File: config.mk
export PLATFORM = sky130hd
export DESIGN_NAME = mux_pipe_stage
export DESIGN_NICKNAME = d
export VERILOG_FILES = /design/src/rtl/mux_pipe_pkg.sv /design/src/rtl/mux_nx1.sv /design/src/rtl/mux_pipe_stage.sv
export SDC_FILE = /design/constraint.sdc
export NUM_CORES = 1
export LEC_CHECK = 0
export CORE_ASPECT_RATIO = 1.4
export CORE_UTILIZATION = 54
export CTS_BUF_LIST = sky130_fd_sc_hd__clkbuf_4 sky130_fd_sc_hd__clkbuf_8
export DETAILED_ROUTE_END_ITERATION = 12
export HOLD_SLACK_MARGIN = 0.02
export PLACE_DENSITY = 0.92
export SLEW_MARGIN = 20
export SYNTH_ARGS = -nofsm -noshare
export SYNTH_HDL_FRONTEND = slang
export SYNTH_SLANG_ARGS = --single-unit
File: constraint.sdc
create_clock -name clk -period 3.9 [get_ports clk]
set_input_delay 0.78 -clock clk [delete_from_list [all_inputs] [get_ports clk]]
set_output_delay 0.78 -clock clk [all_outputs]
set_load 0.01 [all_outputs]
File: src/rtl/mux_pipe_pkg.sv
// mux_pipe_pkg: shared state encoding and limits for the pipelined N:1 selector
package mux_pipe_pkg;
    typedef enum logic [1:0] {EMPTY, ONE, FULL} state_t;
    localparam int CNT_W      = 16;
    localparam int NUM_IN_MIN = 2;
    localparam int NUM_IN_MAX = 16;
endpackage

File: src/rtl/mux_nx1.sv
// mux_nx1: combinational N:1 selector, zero on out-of-range select
module mux_nx1 #(
    parameter int WIDTH  = 8,
    parameter int NUM_IN = 2,
    localparam int SEL_W = $clog2(NUM_IN)
) (
    input  logic [NUM_IN*WIDTH-1:0] i_data,
    input  logic [SEL_W-1:0]        i_sel,
    output logic [WIDTH-1:0]        o_data
);
    always_comb begin
        o_data = '0;
        for (int k = 0; k < NUM_IN; k++)
            if (i_sel == SEL_W'(k)) o_data = i_data[k*WIDTH +: WIDTH];
    end
endmodule

File: src/rtl/mux_pipe_stage.sv
// mux_pipe_stage: N:1 select into a registered valid/ready stage with a one-entry skid
module mux_pipe_stage
    import mux_pipe_pkg::*;
#(
    parameter int WIDTH  = 8,
    parameter int NUM_IN = 2,
    localparam int SEL_W = $clog2(NUM_IN)
) (
    input  logic                    clk,
    input  logic                    rst_n,
    input  logic                    flush,
    input  logic [NUM_IN*WIDTH-1:0] in_data,
    input  logic [SEL_W-1:0]        in_sel,
    input  logic                    in_valid,
    output logic                    in_ready,
    output logic [WIDTH-1:0]        out_data,
    output logic [SEL_W-1:0]        out_sel,
    output logic                    out_valid,
    input  logic                    out_ready,
    output logic                    sel_err,
    output logic [CNT_W-1:0]        xfer_cnt
);
    if (NUM_IN < NUM_IN_MIN || NUM_IN > NUM_IN_MAX) begin : g_bad_num_in
        $error("mux_pipe_stage: NUM_IN out of range");
    end

    state_t             r_state, w_next;
    logic [WIDTH-1:0]   r_main_data, r_skid_data, w_sel_data;
    logic [SEL_W-1:0]   r_main_sel, r_skid_sel;
    logic               r_in_ready, r_sel_err;
    logic [CNT_W-1:0]   r_cnt;
    logic               w_accept, w_pop, w_oor;

    mux_nx1 #(.WIDTH(WIDTH), .NUM_IN(NUM_IN)) u_mux (
        .i_data (in_data),
        .i_sel  (in_sel),
        .o_data (w_sel_data)
    );

    assign w_accept = in_valid & r_in_ready;
    assign w_pop    = (r_state != EMPTY) & out_ready;
    assign w_oor    = int'(in_sel) >= NUM_IN;

    always_comb begin
        w_next = r_state;
        case (r_state)
            EMPTY:   w_next = w_accept ? ONE : EMPTY;
            ONE:     w_next = (w_accept && !w_pop) ? FULL : (w_pop && !w_accept) ? EMPTY : ONE;
            FULL:    w_next = w_pop ? ONE : FULL;
            default: w_next = EMPTY;
        endcase
        if (flush) w_next = EMPTY;
    end

    // in_ready is a register so that out_ready/in_valid never reach it combinationally
    always_ff @(posedge clk or negedge rst_n) begin
        if (!rst_n) begin
            r_state     <= EMPTY;
            r_in_ready  <= 1'b1;
            r_sel_err   <= 1'b0;
            r_cnt       <= '0;
            r_main_data <= '0;
            r_main_sel  <= '0;
            r_skid_data <= '0;
            r_skid_sel  <= '0;
        end else begin
            r_state    <= w_next;
            r_in_ready <= (w_next != FULL);
            r_sel_err  <= w_accept & w_oor & !flush;
            if (w_accept && !flush) r_cnt <= r_cnt + 16'd1;
            if (flush) begin
                r_main_data <= '0;
                r_main_sel  <= '0;
                r_skid_data <= '0;
                r_skid_sel  <= '0;
            end else begin
                if (w_accept && (r_state == EMPTY || w_pop)) begin
                    r_main_data <= w_sel_data;
                    r_main_sel  <= in_sel;
                end else if (r_state == FULL && w_pop) begin
                    r_main_data <= r_skid_data;
                    r_main_sel  <= r_skid_sel;
                end
                if (w_accept && r_state == ONE && !w_pop) begin
                    r_skid_data <= w_sel_data;
                    r_skid_sel  <= in_sel;
                end
            end
        end
    end

    assign in_ready  = r_in_ready;
    assign out_valid = r_state != EMPTY;
    assign out_data  = r_main_data;
    assign out_sel   = r_main_sel;
    assign sel_err   = r_sel_err;
    assign xfer_cnt  = r_cnt;
endmodule

* After elaboration in Yosys (flattened, before gate mapping)
Cells that the tools add are included.
Word-level totals: register bits after elaboration 37, input bits 22, output and inout port bits 28, logic and storage cells 45
Cells by class: add/sub/neg operators 1, eq/ne operators 3, multiplexer cells 17, bitwise gates (word level) 2, reduce and logical (&&, ||, !) cells 15
Operators with widths (count):
- 8-bit two-way mux | 6
- 16-bit by 1-bit adder with 16-bit output, second input constant | 1
- 1-bit logical AND | 7
- 1-bit two-way mux | 7
- 2-bit two-way mux | 3
- 2-bit one-hot mux with 3 select lines | 1
- 2-bit nonzero test | 2
- 1-bit logical NOT | 3
- 3-bit nonzero test | 1
- 1-bit bitwise AND | 2
- 2-bit by 1-bit equality test with 1-bit output, second input constant | 1
- 2-bit equality test, second input constant | 1
- 2-bit logical NOT | 1
- 2-bit inequality test, second input constant | 1
- 1-bit logical OR | 1

* Longest topological paths before layout
depth in word-level cells 8, depth in mapped cells 7, mapped depth without buffers 6

* Hierarchy
A second synthesis with hierarchy kept.
Second synthesis, totals: cell total of the unflattened synthesis 153, area, all modules 1846.8 um2
Modules (own cells, without submodules):
- mux_pipe_stage | times used 1, cells each 144, area an instance 1715.4 um2, seq. area each 927.1 um2
- mux_nx1 | times used 1, cells each 9, area an instance 131.4 um2, seq. area each 0.0 um2

* Worst setup path after synthesis
OpenSTA, ideal clock, no wires.
path type input -> register, start point input in_valid, end point register r_main_data[0], in the netlist out_data[0], library setup time 0.126 ns, arrival 1.842 ns, data required time 3.774 ns, setup slack 1.932 ns, cell stages on the path 6, buffers on the path 2, cells stage by stage and2_1 > buf_2 > a221oi_4 > or2_1 > buf_6 > o31ai_4
Between the ends: longest elaborated chain between the ends 4, elaborated cells between the ends (all ways) 5, those cells by class 2 x mux; 1 x bitwise; 2 x reduce/logical
RTL lines:
- start, declared | line mux_pipe_stage.sv:14 | input logic in_valid,
- 1-bit bitwise AND (*) | line mux_pipe_stage.sv:40 | assign w_accept = in_valid & r_in_ready;
- 1-bit logical AND (*) | line mux_pipe_stage.sv:77 | if (w_accept && (r_state == EMPTY || w_pop)) begin
- 8-bit two-way mux | line mux_pipe_stage.sv:77
- 8-bit two-way mux | line mux_pipe_stage.sv:71 | if (flush) begin
- end signal, assigned | line mux_pipe_stage.sv:78 | r_main_data <= w_sel_data;
- end signal, assigned | line mux_pipe_stage.sv:81 | r_main_data <= r_skid_data;
- end, declared | line mux_pipe_stage.sv:28 | logic [WIDTH-1:0] r_main_data, r_skid_data, w_sel_data;
Every way passes the cells marked *; elsewhere a longest branch is shown, timed or not. A chain may end at the register's enable or synchronous reset.

* Worst setup path after layout
start point input out_ready, end point register r_main_data[3], in the netlist out_data[3]
Between the ends: longest elaborated chain between the ends 5, elaborated cells between the ends (all ways) 7, those cells by class 2 x mux; 1 x bitwise; 4 x reduce/logical
RTL lines:
- start, declared | line mux_pipe_stage.sv:19 | input logic out_ready,
- 1-bit bitwise AND (*) | line mux_pipe_stage.sv:41 | assign w_pop = (r_state != EMPTY) & out_ready;
- 1-bit logical OR | line mux_pipe_stage.sv:77
- 1-bit logical AND | line mux_pipe_stage.sv:77
- 8-bit two-way mux | line mux_pipe_stage.sv:77
- 8-bit two-way mux | line mux_pipe_stage.sv:71
Marked as above.

==> qor_table.md <==
| Result | This run | Unit |
|:---|:---|:---|
| Result of the run | finished clean | - |
| Share of cells above drive strength 1 | 0.1308 | - |
| Required time at the worst-slack endpoint | 4.05 | ns |
| Antenna cell count | 0 | - |
| Overall power consumption | 1.025 | mW |
| CTS sink count | 37 | - |
| Area taken by flip-flops and latches | 927.1 | µm² |
| Number of H-tree levels | 2 | - |
| Final period util | 0.6960 | - |
| Delay of the slowest cell on the worst path | 0.61 | ns |
| Mapped Nets | 191 | - |
| Utilization after layout | 0.7307 | - |
| DP Wirelength | 2750 | µm |
| Met3 wire length | 131 | µm |
| Die X | 52.09 | µm |
| Unique cell type count in the Yosys netlist | 38 | - |
| Count of endpoints failing hold in the final timing report | 0 | - |
| Cell Area, Synth | 0.001897 | mm² |
| Global routing usage summed across all routing layers | 0.2293 | - |
| Drt initial violations | 27 | - |
| Vias per inst | 5.437 | - |
| Number of remaining DRC errors | 0 | - |
| Area of the die | 0.003757 | mm² |
| Post-CTS setup buffer count | 0 | - |
| WL met2 | 1972 | µm |
| Pin count of the biggest net entering global routing | 38 | - |
| Setup-violating endpoint count in the final report | 0 | - |
| Max Fclk | 368.4 | MHz |
| Unrepaired setup endpoints after global routing | no | - |
| M1 wire length | 1431 | µm |
| Worst-path fanout max | 12 | - |
| Clock Tree Root | sky130_fd_sc_hd__clkbuf_8 | - |
| Clock latency on the worst-skew pair | 0.30 | ns |
| Final routed wirelength across all metal layers | 3632 | µm |
| Asr flop ratio synth | 1.000 | - |
| Net count of the finished layout | 237 | - |
| DRT antenna net count | 0 | - |
| Sequential cell area fraction in the yosys report | 0.4888 | - |
| Initial standard-cell utilization of the core | 0.5615 | - |
| Placeable core region | 0.003378 | mm² |
| TritonCTS clock tree | done | - |
| Final Critical Period | 2.715 | ns |
| Multi-input combinational cell area | 910.9 | µm² |
| Area growth syn-to-layout | 30.15 | % |
| Leak | 1.087 | nW |
| Post-CTS resize count | 0 | - |
| Hold path start | xfer_cnt[15] | - |
| Site Rows | 25 | - |
| Aggregate global routing overflow | 0 | - |
| Number of enable-type register cells in the synthesized netlist | 0 | - |
| Min-delay worst type | reg -> reg | - |
| Final Slew Violations | 0 | - |
| Die boundary height | 72.13 | µm |
| Dominant register cell in the synthesized netlist | sky130_fd_sc_hd__dfrtp_1 | - |
| Via count of the first global-routing pass | 1333 | - |
| CP Cell Sequence | clkdlybuf4s50_1, o21bai_2, a221oi_4, or2_1, o31ai_4 | - |
| Start point of the critical path | out_ready | - |
| Fillers | 238 | - |
| Port Buf Inserts | 48 | - |
| Hold-fix buffer count after cts | 0 | - |
| CTS Buffer Depth | 2 | - |
| Initial antenna violation count | 0 | - |
| Data arrival time at the worst-slack endpoint | 2.87 | ns |
| Total number of yosys warnings | 0 | - |
| Critical path capture point type | flip-flop | - |
| Count of boundary I/O pins | 50 | - |
| Weighted congestion reported at the end of routability-driven placement | 0.7807 | - |
| Library cell contributing the largest single delay on the critical path | sky130_fd_sc_hd__or2_1 | - |
| Post-synthesis cell count | 167 | - |
| Relative max-transition margin | 0.4571 | - |
| Max-cap violations | 0 | - |
| Type of element launching the critical path | input port | - |
| Slew at the pin closest to its max-slew limit | 0.8144 | ns |
| Post-synthesis sequential element count | 37 | - |
| Clock edge transition at the registers on the reported setup and hold paths | 0.07 | ns |
| Wire length of the first global-routing pass | 6216 | µm |
| Number of detailed-routing iterations run before antenna repair | 4 | - |
| Clock tree skew after final layout | 0.008048 | ns |
| Worst reg2reg startpoint | in_ready | - |
| Post-Synthesis Mean Instance Area | 11.36 | µm² |
| Post-Route Setup TNS | 0 | ns |
| Inserted Clock Buffers | 5 | - |
| Maximum ir drop on the vdd rail | 0.3463 | mV |
| Class of the most critical setup path | in -> reg | - |
| Cell area power density | 415.3 | mW/mm² |
| Vias after detailed routing | 1381 | - |
| Average wire per standard cell | 14.30 | µm |
| Top Layer Used | met4 | - |
logic make-up (layout without fill, tap and decap cells):
kind of cell               Yosys count  in the layout  synth area share
buffers and inverters               11             58           0.03100
AOI/OAI and AO/OA                   24             24            0.1385
and+or+nand+nor                     59             59            0.1596
muxes                               18             18           0.09762
DFF                                 37             37            0.4888
other                                1              1          0.001977
adders and majority gates            2              2           0.01319
xor gates and xnor gates            15             15           0.06926
through the flow:
stage	setup slack, ns	hold slack (ns)	instances	area (µm²)
after global routing	1.014	0.5103	254	2469
after global placement	0.9468	0.4587	246	2371
final	1.185	0.4694	254	2469
after detailed placement	0.8916	0.4653	246	2371
after CTS	1.176	0.4760	254	2469
after floorplan	1.932	0.4844	167	1897
power by group:
part / switching, mW / total, mW / internal, mW
Sequential: 0.0531 / 0.480 / 0.426
Clock: 0.131 / 0.289 / 0.158
Combinational: 0.115 / 0.257 / 0.142
Total: 0.299 / 1.03 / 0.726
metal layers:
layer / GRT usage / vias up
met1: 0.2483 / 667
li1: - / 665
met3: 0.04612 / 8
met2: 0.4046 / 41
met4: 0.1261 / 0
met5: 0 / -
Yosys cell counts, types with 4 or more instances:
| cell | instances | area [µm²] |
|---|---|---|
| sky130_fd_sc_hd__xor2_1 | 6 | 52.55 |
| sky130_fd_sc_hd__a21oi_1 | 5 | 25.02 |
| sky130_fd_sc_hd__and3_1 | 7 | 43.79 |
| sky130_fd_sc_hd__mux2i_1 | 14 | 140.1 |
| sky130_fd_sc_hd__clkbuf_1 | 4 | 15.01 |
| sky130_fd_sc_hd__nand2_1 | 18 | 67.56 |
| sky130_fd_sc_hd__o31ai_4 | 5 | 106.4 |
| sky130_fd_sc_hd__a211oi_1 | 5 | 37.54 |
| sky130_fd_sc_hd__xnor2_1 | 9 | 78.83 |
| sky130_fd_sc_hd__nor2_1 | 15 | 56.30 |
| sky130_fd_sc_hd__mux2_2 | 4 | 45.04 |
| sky130_fd_sc_hd__nand3_1 | 4 | 20.02 |
| sky130_fd_sc_hd__dfrtp_1 | 36 | 900.9 |
| sky130_fd_sc_hd__o21ai_2 | 4 | 35.03 |
cell type report:
| type | count | share of cell area |
|---|---|---|
| Timing Repair Buffer | 48 | 0.1926 |
| Inverter | 2 | 0.003041 |
| Clock buffer | 8 | 0.03953 |
| Sequential cell | 37 | 0.3756 |
| Tap cell | 40 | 0.02027 |
| Multi-Input combinational cell | 119 | 0.3690 |
placed cells by master (no fill, tap or decap), types with 4 or more instances in the layout:
master and instances:
sky130_fd_sc_hd__clkdlybuf4s50_1 47, sky130_fd_sc_hd__dfrtp_1 36, sky130_fd_sc_hd__nand2_1 18, sky130_fd_sc_hd__nor2_1 15, sky130_fd_sc_hd__mux2i_1 14, sky130_fd_sc_hd__xnor2_1 9, sky130_fd_sc_hd__and3_1 7, sky130_fd_sc_hd__xor2_1 6
sky130_fd_sc_hd__clkbuf_8 6, sky130_fd_sc_hd__a211oi_1 5, sky130_fd_sc_hd__a21oi_1 5, sky130_fd_sc_hd__o31ai_4 5, sky130_fd_sc_hd__nand3_1 4, sky130_fd_sc_hd__mux2_2 4, sky130_fd_sc_hd__o21ai_2 4
worst max-delay path, delay by kind of cell:
family,cells,cell delay [ns]
and+or+nand+nor,1,0.61
buffers and inverters,1,0.53
AOI/OAI and AO/OA,3,0.94
state kept, by name, summed over array words and instances, names as in the netlist:
name / count
r_state: 2
r_skid_data: 8
in_ready: 1
xfer_cnt: 16
out_data: 8
out_sel: 1
r_skid_sel: 1
worst paths after layout:
check                               end  slack (ns)  cells past startpoint
min                        xfer_cnt[15]        0.47                      1
max reg2reg                 out_data[0]        1.81                      4
max                         out_data[3]        1.19                      5
max in group asynchronous   out_data[1]        2.80                      1
min reg2reg                xfer_cnt[15]        0.47                      1
min in group asynchronous   xfer_cnt[3]        0.57                      1
Note: power is estimated with default switching activity, not from simulation.
==> variant 1: new RTL, same settings <==
Register the output `xfer_cnt` once more, cleared by the reset; this adds one clock of latency there. The other outputs are not delayed to match.
--- a/src/rtl/mux_pipe_stage.sv
+++ b/src/rtl/mux_pipe_stage.sv
@@ -94,6 +94,12 @@
     assign out_data  = r_main_data;
     assign out_sel   = r_main_sel;
     assign sel_err   = r_sel_err;
-    assign xfer_cnt  = r_cnt;
+    always_ff @(posedge clk or negedge rst_n) begin
+        if (!rst_n) begin
+            xfer_cnt <= '0;
+        end else begin
+            xfer_cnt <= r_cnt;
+        end
+    end
 endmodule
 
Behaviour: not the same (a bounded check fails within 4 cycles, from zero or initial values and one cycle with rst_n low).
==> variant 1 against the unedited design <==
Critical endpoint is now out_sel; routed wire length rose by 11%; power increased by 25%; synthesized area grew 14%; final area rose by 13%; worst setup slack gained 0.14 ns; non-clock buffer count did not move; combinational power decreased by 12%; sequential cell count is 16 higher; die area up 14%; clock skew is 0.0032 ns lower; largest cell class unchanged; sequential power is 40% higher.
==> variant 1: results <==
setup_path:
  crit_slowest_cell: "clkdlybuf4s50_1"
  r2r_start: "in_ready"
  crit_arrival_ns: 2.75
  worstPathMaxFanout: 17
  r2r-end: "r_skid_data[2]"
  cpPeakStageDelay_ns: 0.70
  reg2reg_slack_ns: 1.89
  ff2ff_path_depth: 4
clocking:
  clockBufferDepth: 2
  cts-root-buf: "clkbuf_8"
  cts.htree.levels: 2
  numCtsBuffers: 5
  clkSlewWorstSetupHoldPaths_ns: 0.09
placement:
  dpl-instance-area_um2: 2660
  routabilityCongestion: 0.847
  numPlacedInstances: 258
  dp_hpwl_mm: 2.77
  io_buffers: 48
pwr:
  peakVddDrop_mv: 0.370
  p_leak_nw: 1.24
global_routing:
  grt_use_total_pct: 20.5
  antenna_found_initial: 0
  grt_pass1_wl_mm: 6.78
  grt_pass1_vias: 1514
  grt_max_degree: 54
routing:
  vias: 1454
  dr.pass1.iters: 4
  viasPerCell: 5.47
  wirelength_mm: 4.04
  drt_iter0_markers: 37
logic_synthesis:
  syn_inst: 175
  synthTopCellsByArea: "dfrtp_1 60%, mux2i_1 8.8%, mux2_2 4.7%, xnor2_1 4.4%, nand2_1 3.1%"
  ys_warn_count: 0
  yosys-top-cells-count: "52 x dfrtp_1, 19 x mux2i_1, 18 x nand2_1"
  ys_types: 34
  seq_area_frac_synth_pct: 61.2
  syn_nets: 198
sta:
  slew_headroom_pct: 37.2
  whs_ns: 0.410
  fin_skew_ns: 0.00489
finish:
  fillers: 262
  layout-drive-gt1-share_pct: 9.82
  n_antenna_cell: 0
  reg_top3: "r_cnt (16), xfer_cnt (16)"
  final_nets: 246
worst_hold_path:
  worstHoldStart: "r_cnt[15]"
  hold_end: "xfer_cnt[15]"
  min_path_cells: 0
outcome:
  status: "complete, no violations"
variant 1: critical path, delay by kind of cell:
family | cells | cell delay [ns]
compound gates | 3 | 0.82
simple gates | 1 | 0.45
buf+inv | 1 | 0.70
variant 1: final cells by class:
cell class	count	area, um2	area share (%)
timing repair buffer	48	478	17.2
tap	42	52.6	1.89
multi-input combinational	113	793	28.5
clock inverter	2	37.5	1.35
clock buffer	6	82.6	2.97
inverter	2	7.51	0.270
sequential	53	1330	47.8
variant 1: per-stage QoR:
step,utilization [%],setup slack (ns)
2_1_floorplan,-,2.08
3_3_place_gp,71.0,1.09
3_5_place_dp,71.0,1.02
4_1_cts,74.2,1.34
5_1_grt,74.3,1.11
6_report,74.3,1.33
variant 1: worst max-delay path by stage:
stage	from	endpoint	slack (ns)	cells after the start
after floorplan	in_valid	out_data[6]	2.08	5
after global placement	flush	out_data[5]	1.09	5
after detailed placement	flush	out_sel	1.02	5
after CTS	flush	out_sel	1.34	5
after global routing	flush	out_sel	1.11	5
final	flush	out_sel	1.33	5
variant 1: cell families after synthesis:
group,after synthesis,synth area share (%)
AO/OA/AOI/OAI,15,3.98
flip-flops,53,61.2
adder cells (fa/ha/maj),1,0.577
multiplexers,28,13.4
other,1,0.173
buffers and inverters,9,2.48
XOR/XNOR,15,6.06
AND/OR/NAND/NOR,53,12.1
variant 1: power by group:
part           leakage [nW]  internal, W  total, W  switching, W
Sequential            0.712     0.000615  0.000670     0.0000547
Clock                0.0574     0.000209  0.000382      0.000173
Combinational         0.470     0.000129  0.000227     0.0000975
Total                  1.24     0.000953   0.00128      0.000326
variant 1: per-layer routing:
layer  global-route usage (%)  routed length [um]  vias to the layer above
met1                     22.6                1630                      703
met4                     11.3                  72                        0
met5                        0                   0                        -
met2                     35.5                2100                       53
li1                         -                   -                      688
met3                     5.23                 236                       10
==> variant 2: new RTL, same settings <==
Without the edit above. `WIDTH` is set to 8 in 2 places; all go to 12.
--- a/src/rtl/mux_nx1.sv
+++ b/src/rtl/mux_nx1.sv
@@ -1,6 +1,6 @@
 // mux_nx1: combinational N:1 selector, zero on out-of-range select
 module mux_nx1 #(
-    parameter int WIDTH  = 8,
+    parameter int WIDTH  = 12,
     parameter int NUM_IN = 2,
     localparam int SEL_W = $clog2(NUM_IN)
 ) (
--- a/src/rtl/mux_pipe_stage.sv
+++ b/src/rtl/mux_pipe_stage.sv
@@ -2,7 +2,7 @@
 module mux_pipe_stage
     import mux_pipe_pkg::*;
 #(
-    parameter int WIDTH  = 8,
+    parameter int WIDTH  = 12,
     parameter int NUM_IN = 2,
     localparam int SEL_W = $clog2(NUM_IN)
 ) (
Ports: changed (resized in_data and out_data); port bits go from 50 to 62. The function was not compared with the original's and may differ.
==> variant 2 against the unedited design <==
Worst setup slack better by 0.22 ns; die area up 17%; worst hold slack better by 0.0035 ns; final area up 18%; synthesized area up 17%; largest power group unchanged; power up 9.9%; clock power about the same; sequential cell count up 8; final cell count up 13%; clock skew down 0.0038 ns; routed wire length up 23%.
==> variant 2: results <==
outcome:
  status: "complete, no violations"
routing:
  drt_iter0_markers: 75
  wirelength_mm: 4.48
  vias: 1645
  dr.pass1.iters: 4
setup_path:
  crit_start: "flush"
  crit_arrival_ns: 2.71
  r2r_start: "in_ready"
  reg2reg_slack_ns: 1.96
  worstPathMaxFanout: 13
logic_synthesis:
  synthArstFlopShare_pct: 100
  ys_warn_count: 0
  ys_types: 38
  synth_edf_count: 0
  synthTopCellsByArea: "dfrtp_1 49%, mux2i_1 11%, mux2_2 6.6%, o2bb2ai_1 5.1%, xnor2_1 4.7%"
  syn_avg_cell_area_um2: 12.2
  syn_nets: 215
  yosys-top-cells-count: "44 x dfrtp_1, 25 x mux2i_1, 17 x nor2_1"
  seq_area_frac_synth_pct: 50.6
  synth_top_area_share_pct: 49.4
finish:
  final_nets: 274
  largest_register_ffs: 16
  layout-drive-gt1-share_pct: 14.0
  instances_no_fill: 286
  fillers: 277
  n_antenna_cell: 0
clocking:
  post_cts_buffers: 0
  cts.htree.levels: 2
  clkSlewWorstSetupHoldPaths_ns: 0.08
  cts-root-buf: "clkbuf_8"
  numCtsBuffers: 5
  clk_latency_ns: 0.30
  cts_resized: 0
  clockBufferDepth: 2
pwr:
  p_leak_nw: 1.23
  peakVddDrop_mv: 0.442
placement:
  dp_hpwl_mm: 3.11
  dpl-instance-area_um2: 2830
  routabilityCongestion: 0.750
  numPlacedInstances: 278
  io_buffers: 60
global_routing:
  grt_pass1_vias: 1660
  grt_max_degree: 46
  grt_pass1_wl_mm: 7.54
  grt_use_total_pct: 22.6
  antenna_found_initial: 0
worst_hold_path:
  hp-class: "flop to flop"
  worstHoldStart: "xfer_cnt[15]"
sta:
  drv_slew: 0
  slew_headroom_pct: 35.7
  fin_skew_ns: 0.00425
floorplan:
  core_um2: 3950
[variant 2: worst paths after layout]
path / cells past startpoint / end
worst min-delay path: 1 / xfer_cnt[15]
max in group asynchronous: 1 / xfer_cnt[1]
min in group asynchronous: 1 / xfer_cnt[12]
worst min register to register: 1 / xfer_cnt[15]
worst max-delay path: 4 / out_data[2]
worst max register to register: 4 / r_skid_sel
[variant 2: report_power, final]
part | switching, W | internal, W | leakage (nW) | total [W]
Sequential | 0.0000487 | 0.000510 | 0.609 | 0.000558
Clock | 0.000155 | 0.000133 | 0.0408 | 0.000288
Combinational | 0.000125 | 0.000155 | 0.579 | 0.000280
[variant 2: metrics by stage]
step / setup slack (ns) / hold WS, ns
final: 1.41 / 0.473
after global routing: 1.30 / 0.503
after CTS: 1.44 / 0.482
after detailed placement: 1.14 / 0.468
after global placement: 1.17 / 0.464
after floorplan: 2.10 / 0.484
[variant 2: routing by layer]
layer | wire [um] | track usage [%]
met5 | 0 | 0
met4 | 102 | 11.2
met3 | 287 | 5.33
met2 | 2240 | 37.5
met1 | 1850 | 27.5
[variant 2: cells by family (layout without fill, tap and decap cells)]
family          after synthesis  in the layout  share of synthesized area [%]
buf+inv                      13             73                           3.31
other cells                   1              1                          0.168
flops                        45             45                           50.6
compound gates               21             21                           7.92
mux                          38             38                           17.8
simple gates                 48             48                           13.1
xor+xnor                     15             15                           5.90
fa+ha+maj                     2              2                           1.12
[variant 2: final cells by class]
cell class | count | area, um2 | share of cell area, %
Clock inverter | 2 | 15.0 | 0.515
Inverter | 4 | 15.0 | 0.515
Tap cell | 43 | 53.8 | 1.84
Timing Repair Buffer | 61 | 603 | 20.7
Clock buffer | 6 | 76.3 | 2.62
Multi-Input combinational cell | 125 | 1030 | 35.2
Sequential cell | 45 | 1130 | 38.7
[variant 2: worst max-delay path, cell delays in order]
cell             delay (ns)
clkdlybuf4s50_1        0.68
buf_4                  0.32
nor3_2                 0.74
o2bb2ai_1              0.19
